File: config.mk
export PLATFORM = sky130hd
export DESIGN_NAME = inout_sram_arbiter
export DESIGN_NICKNAME = d
export VERILOG_FILES = /design/src/rtl/inout_sram_arbiter_pkg.sv /design/src/rtl/inout_sram_rr_pick.sv /design/src/rtl/inout_sram_arbiter.sv
export SDC_FILE = /design/constraint.sdc
export NUM_CORES = 1
export LEC_CHECK = 0
export ABC_AREA = 1
export ABC_CLOCK_PERIOD_IN_PS = 2750
export BUFFER_PORTS_ARGS = -buffer_cell sky130_fd_sc_hd__buf_2
export CORE_UTILIZATION = 44
export DETAILED_ROUTE_END_ITERATION = 10
export PLACE_DENSITY = 0.8
export SLEW_MARGIN = 20
export SYNTH_ARGS = -nofsm -noshare
export SYNTH_HDL_FRONTEND = slang
export SYNTH_SLANG_ARGS = --single-unit
File: constraint.sdc
create_clock -name clk -period 2.75 [get_ports clk]
set_input_delay 0.4125 -clock clk [delete_from_list [all_inputs] [get_ports clk]]
set_output_delay 0.4125 -clock clk [all_outputs]
set_load 0.05 [all_outputs]
File: src/rtl/inout_sram_arbiter_pkg.sv
// ============================================================================
// Module  : inout_sram_arbiter_pkg
// Purpose : Shared types and constants for the two-port SRAM arbiter.
// Revision: 1.0 - initial release
// ============================================================================
`default_nettype none

package inout_sram_arbiter_pkg;

  localparam int NUM_PORTS = 2;

  typedef enum logic [1:0] {
    IDLE = 2'd0,
    OWN0 = 2'd1,
    OWN1 = 2'd2
  } arb_state_t;

endpackage

`default_nettype wire

File: src/rtl/inout_sram_rr_pick.sv
// ============================================================================
// Module  : inout_sram_rr_pick
// Purpose : Two-input grant pick. Round-robin against the last-granted port,
//           or fixed priority (port 0 wins) when INOUT_ARB_FIXED_PRIO_EN is set.
// Revision: 1.0 - initial release
// ============================================================================
`default_nettype none

module inout_sram_rr_pick
  import inout_sram_arbiter_pkg::*;
(
  input  logic [NUM_PORTS-1:0] req,
  input  logic                 last_ptr,
  output logic [NUM_PORTS-1:0] gnt
);

`ifdef INOUT_ARB_FIXED_PRIO_EN
  logic unused_last_ptr;
  assign unused_last_ptr = last_ptr;
  assign gnt = {req[1] & ~req[0], req[0]};
`else
  // On contention the port that did not win last time goes next.
  assign gnt = (&req) ? (last_ptr ? 2'b01 : 2'b10) : req;
`endif

endmodule

`default_nettype wire

File: src/rtl/inout_sram_arbiter.sv
// ============================================================================
// Module  : inout_sram_arbiter
// Purpose : Two-port arbiter onto a single-port SRAM with lock bursts capped
//           at MAX_BURST. Optional macro: INOUT_ARB_FIXED_PRIO_EN.
// Revision: 1.0 - initial release
// ============================================================================
`default_nettype none

module inout_sram_arbiter
  import inout_sram_arbiter_pkg::*;
#(
  parameter int AW        = 18,
  parameter int DW        = 16,
  parameter int MAX_BURST = 8
) (
  input  logic                 clk,
  input  logic                 rst,
  input  logic [NUM_PORTS-1:0] req,
  input  logic [NUM_PORTS-1:0] we,
  input  logic [NUM_PORTS-1:0] lock,
  input  logic [AW-1:0]        addr0,
  input  logic [AW-1:0]        addr1,
  input  logic [DW-1:0]        wdata0,
  input  logic [DW-1:0]        wdata1,
  output logic [NUM_PORTS-1:0] gnt,
  output logic [NUM_PORTS-1:0] rvalid,
  output logic [DW-1:0]        rdata,
  output logic                 mem_cs,
  output logic                 mem_oe,
  output logic                 mem_web,
  output logic [AW-1:0]        mem_addr,
  output logic [DW-1:0]        mem_wdata,
  input  logic [31:0]          mem_rdata
);

  localparam logic [7:0] MAX_CNT = 8'(MAX_BURST);

  arb_state_t           state_q, state_d;
  logic [7:0]           cnt_q, cnt_d;
  logic                 last_q, last_d;
  logic [NUM_PORTS-1:0] rvalid_q, rvalid_d;
  logic                 oe_q, oe_d;
  logic [AW-1:0]        addr_q, addr_d;
  logic [DW-1:0]        wdata_q, wdata_d;

  logic                 own;
  logic                 owned;
  logic                 at_max;
  logic                 hold;
  logic                 evict;
  logic [NUM_PORTS-1:0] pick_req;
  logic [NUM_PORTS-1:0] pick_gnt;
  logic [NUM_PORTS-1:0] gnt_c;

  assign own    = (state_q == OWN1);
  assign owned  = (state_q != IDLE);
  assign at_max = (cnt_q == MAX_CNT);
  assign hold   = owned && req[own] && lock[own] && !(at_max && req[!own]);
  // A burst cut short by MAX_BURST must hand over, even under fixed priority.
  assign evict  = owned && at_max && req[own] && lock[own] && req[!own];
  assign pick_req = req & ~(evict ? (own ? 2'b10 : 2'b01) : 2'b00);

  inout_sram_rr_pick u_pick (
    .req      (pick_req),
    .last_ptr (last_q),
    .gnt      (pick_gnt)
  );

  always_comb begin
    state_d = state_q;
    cnt_d   = cnt_q;
    last_d  = last_q;
    gnt_c   = '0;
    if (hold) begin
      gnt_c[own] = 1'b1;
      if (!at_max) cnt_d = cnt_q + 8'd1;
    end else begin
      gnt_c   = pick_gnt;
      state_d = IDLE;
      cnt_d   = '0;
      if (pick_gnt[1] && lock[1]) begin
        state_d = OWN1;
        cnt_d   = 8'd1;
      end else if (pick_gnt[0] && lock[0]) begin
        state_d = OWN0;
        cnt_d   = 8'd1;
      end
    end
    if (!rst) gnt_c = '0;
    if (|gnt_c) last_d = gnt_c[1];
    rvalid_d = gnt_c & ~we;
    oe_d     = |rvalid_d;
    addr_d   = gnt_c[1] ? addr1  : (gnt_c[0] ? addr0  : addr_q);
    wdata_d  = gnt_c[1] ? wdata1 : (gnt_c[0] ? wdata0 : wdata_q);
  end

  always_ff @(posedge clk) begin
    if (!rst) begin
      state_q  <= IDLE;
      cnt_q    <= '0;
      last_q   <= 1'b1;
      rvalid_q <= '0;
      oe_q     <= 1'b0;
    end else begin
      state_q  <= state_d;
      cnt_q    <= cnt_d;
      last_q   <= last_d;
      rvalid_q <= rvalid_d;
      oe_q     <= oe_d;
    end
  end

  always_ff @(posedge clk) begin
    addr_q  <= addr_d;
    wdata_q <= wdata_d;
  end

  assign gnt       = gnt_c;
  assign mem_cs    = |gnt_c;
  assign mem_web   = ~|(gnt_c & we);
  assign mem_addr  = addr_d;
  assign mem_wdata = wdata_d;
  // Gating by rst drops a read that was in flight when reset arrived.
  assign rvalid    = rvalid_q & {NUM_PORTS{rst}};
  assign mem_oe    = oe_q & rst;
  assign rdata     = mem_rdata[DW-1:0];

  generate
    if (DW < 32) begin : g_rdata_hi
      logic unused_rdata_hi;
      assign unused_rdata_hi = ^mem_rdata[31:DW];
    end
  endgenerate

endmodule

`default_nettype wire

Yosys cells after proc, flatten, opt, wreduce, memory -nomap -nowiden
Index checks and enable logic that the tools add are counted.
Word-level totals
  flip-flop bits (word level): 48
  bits of input ports: 108
  logic and storage cells: 64
Operators by class
  $add $sub $neg: 1
  order comparisons: 3
  eq/ne operators: 3
  multiplexer cells: 24
  bitwise operators: 7
  reduce and logical (&&, ||, !) cells: 19
Operators with widths (count)
  $mux W18: 2
  $mux W16: 2
  $mux W8: 2
  $mux W2: 7
  $logic_and A1 B1 Y1: 11
  $mux W1: 10
  $add A8 B1 Y8 const B: 1
  $and A2 B2 Y2: 4
  $eq A8 B4 Y1 const B: 1
  $reduce_or A2 Y1: 3
  $lt A1 B2 Y1 const B: 2
  $not A2 Y2: 2
  $logic_not A1 Y1: 3
  $eq A2 B2 Y1 const B: 1
  $ne A2 B2 Y1 const B: 1
  $reduce_and A2 Y1: 1
  $reduce_bool A2 Y1: 1
  $and A1 B1 Y1: 1
  $demux W1 S1: 1
  $ge A1 B1 Y1 const B: 1

Logic depth before layout (Yosys ltp)
Gate-level depths: netlist of the first run.
  depth after elaboration: 16
  depth in mapped cells: 17

Cells and area by module
From an unflattened synthesis of the first run, not the netlist that was laid out.
Second synthesis, totals
  cells, all modules: 417
  area total of the unflattened synthesis: 2880.3 um2
By module, submodules not included
  inout_sram_arbiter: times used 1, cells each 412, area each 2859.0 um2
  inout_sram_rr_pick: times used 1, cells each 5, area each 21.3 um2

Worst setup path before layout of the first run
Ideal clock, no wire load.
  path kind: reg2out
  start point: register cnt_q[0]
  end point: output port mem_web
  arrival time: 2.160 ns
  data required time: 2.338 ns
  path slack: 0.178 ns
  cell stages (with the launch flop): 18
  cell sequence: dfxtp_1 -> inv_1 -> ha_1 -> inv_1 -> nor2_1 -> nand2_2 -> nor2_4 -> nand2_1 -> nand2_1 -> nand2_1 -> nand2_1 -> nand2_2 -> nand2_2 -> buf_6 -> inv_1 -> nand2_1 -> nand2_1 -> inv_1
On the way
  word-level cells in the longest chain between the ends: 15
  elaborated cells between the ends (all ways): 18
RTL lines
  start, declared: RTL line inout_sram_arbiter.sv:39  | logic [7:0] cnt_q, cnt_d;
  start signal, assigned: RTL line inout_sram_arbiter.sv:106  | cnt_q <= cnt_d;
  $eq A8 B4 Y1 (*): RTL line inout_sram_arbiter.sv:57  | assign at_max = (cnt_q == MAX_CNT);
  $logic_and A1 B1 Y1 (4 in series): RTL line inout_sram_arbiter.sv:60  | assign evict = owned && at_max && req[own] && lock[own] && req[!own];
  $mux W2: RTL line inout_sram_arbiter.sv:61  | assign pick_req = req & ~(evict ? (own ? 2'b10 : 2'b01) : 2'b00);
  $not A2 Y2: RTL line inout_sram_arbiter.sv:61
  $and A2 B2 Y2: RTL line inout_sram_arbiter.sv:61
  $reduce_and A2 Y1: RTL line inout_sram_rr_pick.sv:23  | assign gnt = (&req) ? (last_ptr ? 2'b01 : 2'b10) : req;
  $mux W2: RTL line inout_sram_rr_pick.sv:23
  $mux W2 (*): RTL line inout_sram_arbiter.sv:74  | if (hold) begin
  $mux W2 (*): RTL line inout_sram_arbiter.sv:89  | if (!rst) gnt_c = '0;
  net gnt[0]: RTL line inout_sram_arbiter.sv:25  | output logic [NUM_PORTS-1:0] gnt,
  $and A2 B2 Y2 (*): RTL line inout_sram_arbiter.sv:120  | assign mem_web = ~|(gnt_c & we);
  $reduce_or A2 Y1 (*): RTL line inout_sram_arbiter.sv:120
  $logic_not A1 Y1 (*): RTL line inout_sram_arbiter.sv:120
  end, declared: RTL line inout_sram_arbiter.sv:30  | output logic mem_web,
The timed path passes the listed nets; every way through them passes the cells marked *.

Final worst setup path of the first run
  start point: register cnt_q[0]
  end point: output port mem_wdata[10]
On the way
  word-level cells in the longest chain between the ends: 14
  elaborated cells between the ends (all ways): 17
RTL lines
  $eq A8 B4 Y1 (*): RTL line inout_sram_arbiter.sv:57
  $logic_and A1 B1 Y1 (4 in series): RTL line inout_sram_arbiter.sv:60
  $mux W2: RTL line inout_sram_arbiter.sv:61
  $not A2 Y2: RTL line inout_sram_arbiter.sv:61
  $and A2 B2 Y2: RTL line inout_sram_arbiter.sv:61
  $reduce_and A2 Y1: RTL line inout_sram_rr_pick.sv:23
  $mux W2: RTL line inout_sram_rr_pick.sv:23
  $mux W2 (*): RTL line inout_sram_arbiter.sv:74
  $mux W2 (*): RTL line inout_sram_arbiter.sv:89
  $mux W16: RTL line inout_sram_arbiter.sv:94  | wdata_d = gnt_c[1] ? wdata1 : (gnt_c[0] ? wdata0 : wdata_q);
  $mux W16 (*): RTL line inout_sram_arbiter.sv:94
  end, declared: RTL line inout_sram_arbiter.sv:32  | output logic [DW-1:0] mem_wdata,
Mark *: on every way between the ends. The rest lies on a longest branch, timed or not.

==> summary.md, run 1 <==
| Metric | Value |
|---|---|
| Status | `finished, violations left` |
| Failing checks | `setup timing` |
| Synth Net Count | `543` |
| Final number of setup-violating endpoints | `35` |
| Worst setup SP type | `register` |
| Area delta synth->final | `72.1%` |
| Family with the most delay on the worst path | `simple AND/OR/NAND/NOR gates` |
| Routed Antenna Nets | `0` |
| Number of synthesized register bits | `48` |
| DR WL/cell | `14.9 µm` |
| Tot GR Track Use | `0.268` |
| Post-synth top area share | `0.349` |
| Chip width | `81.1 µm` |
| Nets@finish | `703` |
| Setup ws final | `-82.6 ps` |
| Count leader, synth | `nand2_1` |
| Library cells used by synthesis | `22` |
| CP required | `2340 ps` |
| Maximum clock path buffer count | `2` |
| Synth warn | `0` |
| Synth Flop Type | `dfxtp_1` |
| Crit path max-delay cell type | `dfxtp_2` |
| Via density per instance | `5.13` |
| Unrepaired setup endpoints after global routing | `true` |
| Hold Fails Final Rpt | `0` |
| Initial Utilization | `0.460` |
| Worst-Skew Late Latency | `300 ps` |
| Max-cap violation count | `0` |
| Final min period | `2830 ps` |
| Final Wtd Congestion | `0.819` |
| CP max stage delay | `340 ps` |
| Share of post-route cells with drive strength above 1 | `0.513` |
| Post-route DRC violation count | `0` |
| Total wire length | `9980 µm` |
| Lkg Pwr | `2.66 nW` |
| WP depth | `15` |
| Multi-input logic area | `0.00153 mm²` |
| Ant. Diodes | `0` |
| Leading area contributor after synthesis | `dfxtp_1` |
| Number of synthesized flops with an enable pin | `0` |
| Syn Inst Count | `433` |
| Largest cells by area after synthesis | `dfxtp_1 (35%), nand2_1 (18%), nand3_1 (14%)` |
| Fill cells | `379` |
| Fmax achieved | `353 MHz` |
| Post-Syn Area | `0.00275 mm²` |
| Vias in the first global route | `3142` |
| I/O Pins | `165` |
| Root buf cell | `clkbuf_8` |
| Clock sinks | `48` |
| Crit share post-route | `1.03` |
| Arrival time worst endpoint | `2420 ps` |
| Post-synth ARST share | `0` |
| PD cells | `641 mW/mm²` |
| Max IR drop VDD | `0.466 mV` |
| Placement Cell Area | `0.00328 mm²` |
| Worst-path fanout max | `17` |
| IO Port Bufs | `116` |
| Crit Path Class | `register to output port` |
| Initial antenna violation count | `0` |
| CTS tree | `done` |
| CP dominant cell by count | `nand2_2` |
| Flip-flop and latch area | `965 µm²` |
| Worst-Margin Slew | `520 ps` |
| Die Ht | `81.1 µm` |
| Fin util | `0.791` |
| Core footprint | `0.00599 mm²` |
| Final Skew | `3.53 ps` |
| Clock slew at reported path FFs | `90 ps` |
| FF-to-FF path depth | `20` |
| Worst hold path class | `primary input to register` |
| Commonest cells post-synth | `nand2_1 (134), inv_1 (90), nand3_1 (78), dfxtp_1 (48), buf_4 (18)` |
| Post-DP HPWL | `4740 µm` |
| Hold Path Stages | `2` |
| Largest net degree at the start of global routing | `36` |
| Rows | `28` |
| TritonCTS Buffers | `5` |
| Hold Slack | `302 ps` |
| Buf/Inv on CP | `5` |
| Slew HR | `0.651` |
| CP cell instances | `inv_2 -> ha_4 -> inv_4 -> nor2_4 -> nand2_2 -> nor2_4 -> nor3_4 -> nand2_1 -> nand2_2 -> inv_4 -> clkbuf_16 -> nand3_1 -> nand3_2 -> nand2_2 -> buf_8` |
| Crit end category | `output port` |
| Mean post-synth cell area | `6.36 µm²` |
| First-pass GRT wire length | `13500 µm` |
| Slew Limit Fails | `0` |
| Via count | `3424` |
| Grt ovf | `0` |
| Initial drt markers | `306` |
| Drt pass-1 iters | `5` |
| Fin area | `0.00474 mm²` |
| H-tree level count | `2` |
| Die Footprint | `0.00658 mm²` |
| Seq/Total Area, Yosys | `0.349` |
[cells in the final DEF (no fill, tap or decap), drive strengths merged, types with 2 or more instances in the layout]
cell / netlist / final
nand2: 142 / 142
a21oi: 5 / 5
nand3: 79 / 79
ha: 2 / 2
xor2: 5 / 5
clkinv: 0 / 2
inv: 96 / 95
buf: 34 / 184
nor3: 4 / 4
dfxtp: 48 / 48
nor2: 13 / 13
clkbuf: 0 / 9
[report_power, final]
part	switching, W	internal [W]
combinational	0.000994	0.000740
clock	0.000245	0.000201
sequential	0.0000359	0.000822
total	0.00127	0.00176
[stage by stage]
step | instances | worst slack [ps] | total power, W | setup TNS, ps
after floorplan | 433 | 178 | 0.00172 | 0
after global placement | 598 | 147 | 0.00189 | 0
after detailed placement | 598 | 59.7 | 0.00191 | 0
after CTS | 648 | -31.3 | 0.00275 | -459
after global routing | 668 | -189 | 0.00317 | -5910
final | 668 | -82.6 | 0.00304 | -1860
[final timing paths]
kind,from,to,slack [ps]
worst min register to register,state_q[1],state_q[1],510
worst min-delay path,we[1],rvalid_q[1],300
worst max-delay path,cnt_q[0],mem_wdata[10],-80
worst max register to register,cnt_q[0],wdata_q[11],-10
[worst reg2reg max path, stage by stage (launching register included)]
cell and delay, ps:
dfxtp_2 340, inv_2 80, ha_4 140, inv_4 30, nor2_4 110, nand2_2 110, nor2_4 190, nor3_4 70
nand2_1 160, nand2_2 110, inv_4 120, clkbuf_16 210, nand3_1 110, nand3_2 90, nand2_2 70, buf_4 140
buf_4 120, buf_4 120, buf_4 120, buf_4 120, buf_4 110
[cells by family after synthesis]
| kind of cell | share of synthesized area |
|---|---|
| AOI/OAI and AO/OA | 0.0182 |
| and+or+nand+nor | 0.383 |
| adders and majority gates | 0.00909 |
| xor gates and xnor gates | 0.0159 |
| buffers and inverters | 0.225 |
| DFF | 0.349 |
[registers in the layout, summed over array words and instances (netlist names)]
name	count
rvalid_q	2
oe_q	1
last_q	1
wdata_q	16
cnt_q	8
addr_q	18
state_q	2
[what timing repair did]
item	CTS	global route
pin swaps	31	25
gates resized for setup	142	93
gates cloned	2	3
buffers inserted	42	18
hold buffers	0	0
setup endpoints to repair	37	40
[metal layers]
metal,track usage,wire (µm)
met3,0.0506,700
met4,0.143,370
met5,0,0
met2,0.500,5260
met1,0.282,3650
[cell type report]
class                      instances  area share
clock buffer                       6      0.0174
clock inverter                     1     0.00185
inverter                          96      0.0802
multi-input combinational        255       0.324
sequential                        48       0.203
tap                               75      0.0198
timing repair buffer             187       0.354
No activity file was read; power rests on OpenSTA's default activity.
==> run 2: changes to the inputs <==
--- a/config.mk
+++ b/config.mk
@@ -10,7 +10,7 @@
 export BUFFER_PORTS_ARGS = -buffer_cell sky130_fd_sc_hd__buf_2
 export CORE_UTILIZATION = 44
 export DETAILED_ROUTE_END_ITERATION = 10
-export PLACE_DENSITY = 0.8
+export PLACE_DENSITY = 0.81
 export SLEW_MARGIN = 20
 export SYNTH_ARGS = -nofsm -noshare
 export SYNTH_HDL_FRONTEND = slang
==> constraint.sdc (replaced) <==
create_clock -name clk -period 2.75 [get_ports clk]
set_input_delay 0.275 -clock clk [delete_from_list [all_inputs] [get_ports clk]]
set_output_delay 0.275 -clock clk [all_outputs]
set_load 0.05 [all_outputs]
==> run 2 against run 1 <==
Against the previous run: the flow now finishes without violations; critical endpoint is now mem_addr[14]; combinational power is 14% lower; first-iteration DRC count is 62% lower; largest power group unchanged; final cell count is 5.7% lower.
==> summary.md, run 2 (same netlist as run 1, synthesis figures left out) <==
| Metric | Value |
|---|---|
| CTS tree | `done` |
| Rows | `28` |
| Max reg flops | `18` |
| Share of post-route cells with drive strength above 1 | `0.434` |
| Largest net degree at the start of global routing | `23` |
| Lkg Pwr | `2.43 nW` |
| Drt pass-1 iters | `4` |
| Maximum clock path buffer count | `2` |
| Max IR drop VDD | `0.510 mV` |
| Root buf cell | `clkbuf_8` |
| Crit Path Class | `register to output port` |
| Final total power | `0.00286 W` |
| Hold Fails Final Rpt | `0` |
| Hold Path Stages | `2` |
| Clock sinks | `48` |
| Via count | `3059` |
| CP required | `2480 ps` |
| Vias in the first global route | `2571` |
| Tot GR Track Use | `0.211` |
| First-pass GRT wire length | `10800 µm` |
| Core footprint | `0.00599 mm²` |
| Die Footprint | `0.00658 mm²` |
| Arrival time worst endpoint | `2410 ps` |
| Most common cell after layout, fill and taps aside | `nand2_1` |
| Biggest regs | `addr_q: 18 flops, wdata_q: 16 flops, cnt_q: 8 flops` |
| Setup TNS | `0 ps` |
| Hold Slack | `167 ps` |
| Final min period | `2690 ps` |
| Slew HR | `0.745` |
| Worst setup SP type | `register` |
| Post-route DRC violation count | `0` |
| Final number of setup-violating endpoints | `0` |
| Max-cap violation count | `0` |
| Initial antenna violation count | `0` |
| Worst-Margin Slew | `379 ps` |
| Final Wtd Congestion | `0.793` |
| Fin util | `0.716` |
| Grt ovf | `0` |
| Crit share post-route | `0.978` |
| Placement Cell Area | `0.00326 mm²` |
| Chip width | `81.1 µm` |
| Initial drt markers | `116` |
| Routed Antenna Nets | `0` |
| Most flop-heavy register | `addr_q` |
| Nets@finish | `664` |
| IO Port Bufs | `116` |
| TritonCTS Buffers | `5` |
| Fin area | `0.00429 mm²` |
| Ant. Diodes | `0` |
| I/O Pins | `165` |
| Crit end category | `output port` |
| Via density per instance | `4.86` |
| Total wire length | `8460 µm` |
| H-tree level count | `2` |
| Clock slew at reported path FFs | `90 ps` |
| Die Ht | `81.1 µm` |
| Post-CTS Hold Fix Bufs | `0` |
| Fill cells | `488` |
| Post-DP HPWL | `4850 µm` |
| Final Skew | `5.63 ps` |
| Leading cell types in the layout, fill and taps excluded | `nand2_1 (95), inv_1 (85), buf_2 (81), nand3_1 (60), dfxtp_1 (46)` |
| PD cells | `665 mW/mm²` |
| Initial Utilization | `0.460` |
| Area delta synth->final | `55.8%` |
| Status | `complete, no violations` |
| Worst-path fanout max | `8` |
| Unrepaired setup endpoints after global routing | `true` |
| DR WL/cell | `13.4 µm` |
| Fmax achieved | `372 MHz` |
| Slew Limit Fails | `0` |
| Worst-Skew Late Latency | `300 ps` |
| Worst hold path class | `primary input to register` |
| FF-to-FF path depth | `17` |
## run 2: cell count changes in the layout (fill, tap and decap cells not counted), moves of 2 or more
| cell | before | now |
|---|---|---|
| buf_6 | 18 | 28 |
| inv_4 | 3 | 1 |
| buf_12 | 8 | 6 |
| nand3_1 | 49 | 60 |
| buf_2 | 78 | 81 |
| nand3_2 | 29 | 19 |
| buf_8 | 30 | 15 |
| clkbuf_16 | 2 | 6 |
| nand2_1 | 84 | 95 |
| nand2_2 | 50 | 42 |
| buf_4 | 48 | 11 |
| nand2_4 | 6 | 3 |
## run 2: worst max-delay path: stages, from the launching register on
cell and delay [ps]:
dfxtp_2 330, inv_2 80, ha_4 130, inv_2 40, nor2_4 100, nand2_2 90, nor2_4 180, nand2_2 90
nand2_1 110, nand2_1 80, nand2_2 100, nand2_4 90, nand2_8 150, buf_6 130, nand2_1 60, nand3_1 100
nand2_2 90, buf_8 160
## run 2: per-layer routing
metal	vias to the layer above	track usage	routed length, µm
met2	124	0.382	4510
li1	1524	-	-
met5	-	0	0
met4	0	0.0857	182
met3	29	0.0438	533
met1	1382	0.237	3230
## run 2: metrics by stage
stage	setup slack (ps)	instances
global route	-42.9	630
detailed placement	172	600
floorplan	315	433
CTS	16.2	611
global placement	271	600
finish	60.1	630
## run 2: path summary, 6_finish.rpt
| kind | startpoint | endpoint | slack, ps |
|---|---|---|---|
| hold / removal | we[1] | rvalid_q[1] | 170 |
| setup / recovery | cnt_q[0] | mem_addr[14] | 60 |
| setup reg to reg | cnt_q[0] | addr_q[13] | 570 |
| hold reg to reg | cnt_q[1] | cnt_q[1] | 520 |
## run 2: power breakdown
group	switching, W	leakage (nW)	internal, W	total (W)
sequential	0.0000358	0.402	0.000822	0.000858
clock	0.000245	0.0541	0.000269	0.000514
combinational	0.000908	1.97	0.000575	0.00148
total	0.00119	2.43	0.00167	0.00286
## run 2: layout make-up
| class | count | area (µm²) | area share |
|---|---|---|---|
| Timing Repair Buffer | 148 | 1330 | 0.309 |
| Multi-Input combinational cell | 255 | 1430 | 0.332 |
| Sequential cell | 48 | 963 | 0.224 |
| Clock inverter | 3 | 42.5 | 0.00991 |
| Clock buffer | 5 | 68.8 | 0.0160 |
| Inverter | 96 | 370 | 0.0863 |
| Tap cell | 75 | 93.8 | 0.0219 |
## run 2: timing repair
action / CTS / global route
setup endpoints to repair: 35 / 37
cloned: 1 / 9
gates resized for setup: 62 / 121
buffers inserted: 2 / 10
pin swaps: 1 / 21
endpoints found under the hold margin: 0 / 0
==> run 3: changes to the inputs <==
--- a/config.mk
+++ b/config.mk
@@ -10,7 +10,7 @@
 export BUFFER_PORTS_ARGS = -buffer_cell sky130_fd_sc_hd__buf_2
 export CORE_UTILIZATION = 44
 export DETAILED_ROUTE_END_ITERATION = 10
-export PLACE_DENSITY = 0.81
+export PLACE_DENSITY_LB_ADDON = 0.05
 export SLEW_MARGIN = 20
 export SYNTH_ARGS = -nofsm -noshare
 export SYNTH_HDL_FRONTEND = slang
==> run 3 against run 2 <==
Against the previous run: register-to-register slack gained 60 ps; clock-buffer cell count is the same; maximum frequency grew 2.1%.
==> summary.md, run 3 (same netlist as run 1, synthesis figures left out) <==
| Metric | Value |
|---|---|
| Status | `complete, no violations` |
| Worst r2r dst | `addr_q[7]` |
| Share of post-route cells with drive strength above 1 | `0.404` |
| Total wire length | `8020 µm` |
| Worst hold path class | `primary input to register` |
| Register-to-register setup slack | `630 ps` |
| Final Wtd Congestion | `0.798` |
| R2r startpoint | `cnt_q[1]` |
| Crit Path Class | `register to output port` |
| Grt ovf | `0` |
| CTS tree | `done` |
| Post-route DRC violation count | `0` |
| Largest net degree at the start of global routing | `37` |
| Hold Startpoint | `we[0]` |
| Die Footprint | `0.00658 mm²` |
| Comb pwr share | `0.530` |
| P_sw | `0.00117 W` |
| Routed Antenna Nets | `0` |
| Final min period | `2640 ps` |
| Vias in the first global route | `2457` |
| Die Ht | `81.1 µm` |
| IO Port Bufs | `116` |
| Ant. Diodes | `0` |
| Max-cap violation count | `0` |
| Most flop-heavy register | `addr_q` |
| Arrival time worst endpoint | `2360 ps` |
| Final number of setup-violating endpoints | `0` |
| Worst setup SP type | `register` |
| Maximum clock path buffer count | `2` |
| H-tree level count | `2` |
| Initial antenna violation count | `0` |
| Fill cells | `554` |
| Hold Path Stages | `2` |
| TritonCTS Buffers | `5` |
| Final std cells w/o fill | `622` |
| Switch share | `0.431` |
| CP required | `2480 ps` |
| Fmax achieved | `379 MHz` |
| Clock power share | `0.156` |
| Fin util | `0.703` |
| Place WS | `211 ps` |
| Chip width | `81.1 µm` |
| Worst-Skew Late Latency | `300 ps` |
| Initial drt markers | `98` |
| Biggest regs | `addr_q: 18 flops, wdata_q: 16 flops, cnt_q: 8 flops` |
| Crit share post-route | `0.958` |
| Clock slew at reported path FFs | `90 ps` |
| Area delta synth->final | `52.9%` |
| Placed cell count | `598` |
| Leading cell types in the layout, fill and taps excluded | `nand2_1 (95), inv_1 (85), buf_2 (81), nand3_1 (73), dfxtp_1 (46)` |
| WHS Endpoint | `rvalid_q[0]` |
| I/O Pins | `165` |
| Initial Utilization | `0.460` |
| Post-DP HPWL | `4600 µm` |
| Clock sinks | `48` |
| Setup ws final | `114 ps` |
| FF-to-FF path depth | `16` |
| Max IR drop VDD | `0.424 mV` |
| Nets@finish | `656` |
| Setup TNS | `0 ps` |
| Via count | `2961` |
| Crit end category | `output port` |
| Final Skew | `8.11 ps` |
| Lkg Pwr | `2.40 nW` |
| First-pass GRT wire length | `10500 µm` |
| Power share of the sequential group | `0.313` |
| Post-CTS Hold Fix Bufs | `0` |
| Worst-path fanout max | `8` |
| Slew HR | `0.702` |
| DR WL/cell | `12.9 µm` |
| Hold Fails Final Rpt | `0` |
| Root buf cell | `clkbuf_8` |
| Max reg flops | `18` |
| Drt pass-1 iters | `4` |
| Tot GR Track Use | `0.206` |
| Rows | `28` |
| Pint | `0.00155 W` |
| Core footprint | `0.00599 mm²` |
| Most common cell after layout, fill and taps aside | `nand2_1` |
| Hold Slack | `165 ps` |
| Worst-Margin Slew | `443 ps` |
| PD cells | `646 mW/mm²` |
| Via density per instance | `4.76` |
| Slew Limit Fails | `0` |
[run 3: metrics by stage]
step           total power, W  area [µm²]
6_report              0.00272        4210
2_1_floorplan         0.00172        2750
4_1_cts               0.00243        3500
3_3_place_gp          0.00190        3290
5_1_grt               0.00286        4210
3_5_place_dp          0.00191        3290
[run 3: worst max path at each step]
stage,endpoint,slack [ps],depth (start not counted),startpoint
global route,mem_addr[14],-30,17,cnt_q[1]
finish,mem_addr[4],110,16,cnt_q[1]
floorplan,mem_web,320,17,cnt_q[0]
detailed placement,mem_wdata[15],210,16,cnt_q[0]
CTS,mem_wdata[0],-6,16,cnt_q[0]
global placement,mem_wdata[6],250,16,cnt_q[0]
[run 3: timing repair]
action | 4_1_cts | 5_1_grt
gates cloned | 0 | 8
hold endpoints to repair | 0 | 0
pin swaps | 0 | 22
buffers inserted | 0 | 8
resized for setup | 43 | 132
endpoints found under the setup margin | 35 | 38
[run 3: final cells by class]
cell class / count / area (µm²) / area share
Inverter: 96 / 375 / 0.0892
Multi-Input combinational cell: 255 / 1440 / 0.343
Tap cell: 75 / 93.8 / 0.0223
Clock inverter: 3 / 18.8 / 0.00446
Timing Repair Buffer: 140 / 1250 / 0.296
Clock buffer: 5 / 68.8 / 0.0163
Sequential cell: 48 / 963 / 0.229
[run 3: per-layer routing]
layer / up-vias / track usage / share of wire
met3: 20 / 0.0483 / 0.060
met4: 0 / 0.0625 / 0.021
met5: - / 0 / 0
met2: 95 / 0.371 / 0.50
li1: 1501 / - / -
met1: 1345 / 0.238 / 0.42
[run 3: critical path: stages (launching register included)]
cell and delay [ps]:
dfxtp_2 360, inv_2 50, ha_4 150, inv_2 60
nor2_4 40, nand2_4 90, nor2_4 60, nor3_4 270
inv_2 100, nand3_2 110, nand2_4 80, nand2_8 120
clkinv_8 90, clkbuf_16 190, nand2_4 80, nand2_4 50
buf_8 150
[run 3: power by group through the flow]
stage	Sequential, W	Combinational [W]	Clock [W]
2_1_floorplan	0.000863	0.000861	0
3_3_place_gp	0.000865	0.00104	0
3_5_place_dp	0.000870	0.00104	0
4_1_cts	0.000853	0.00114	0.000437
5_1_grt	0.000865	0.00153	0.000460
6_report	0.000853	0.00144	0.000426
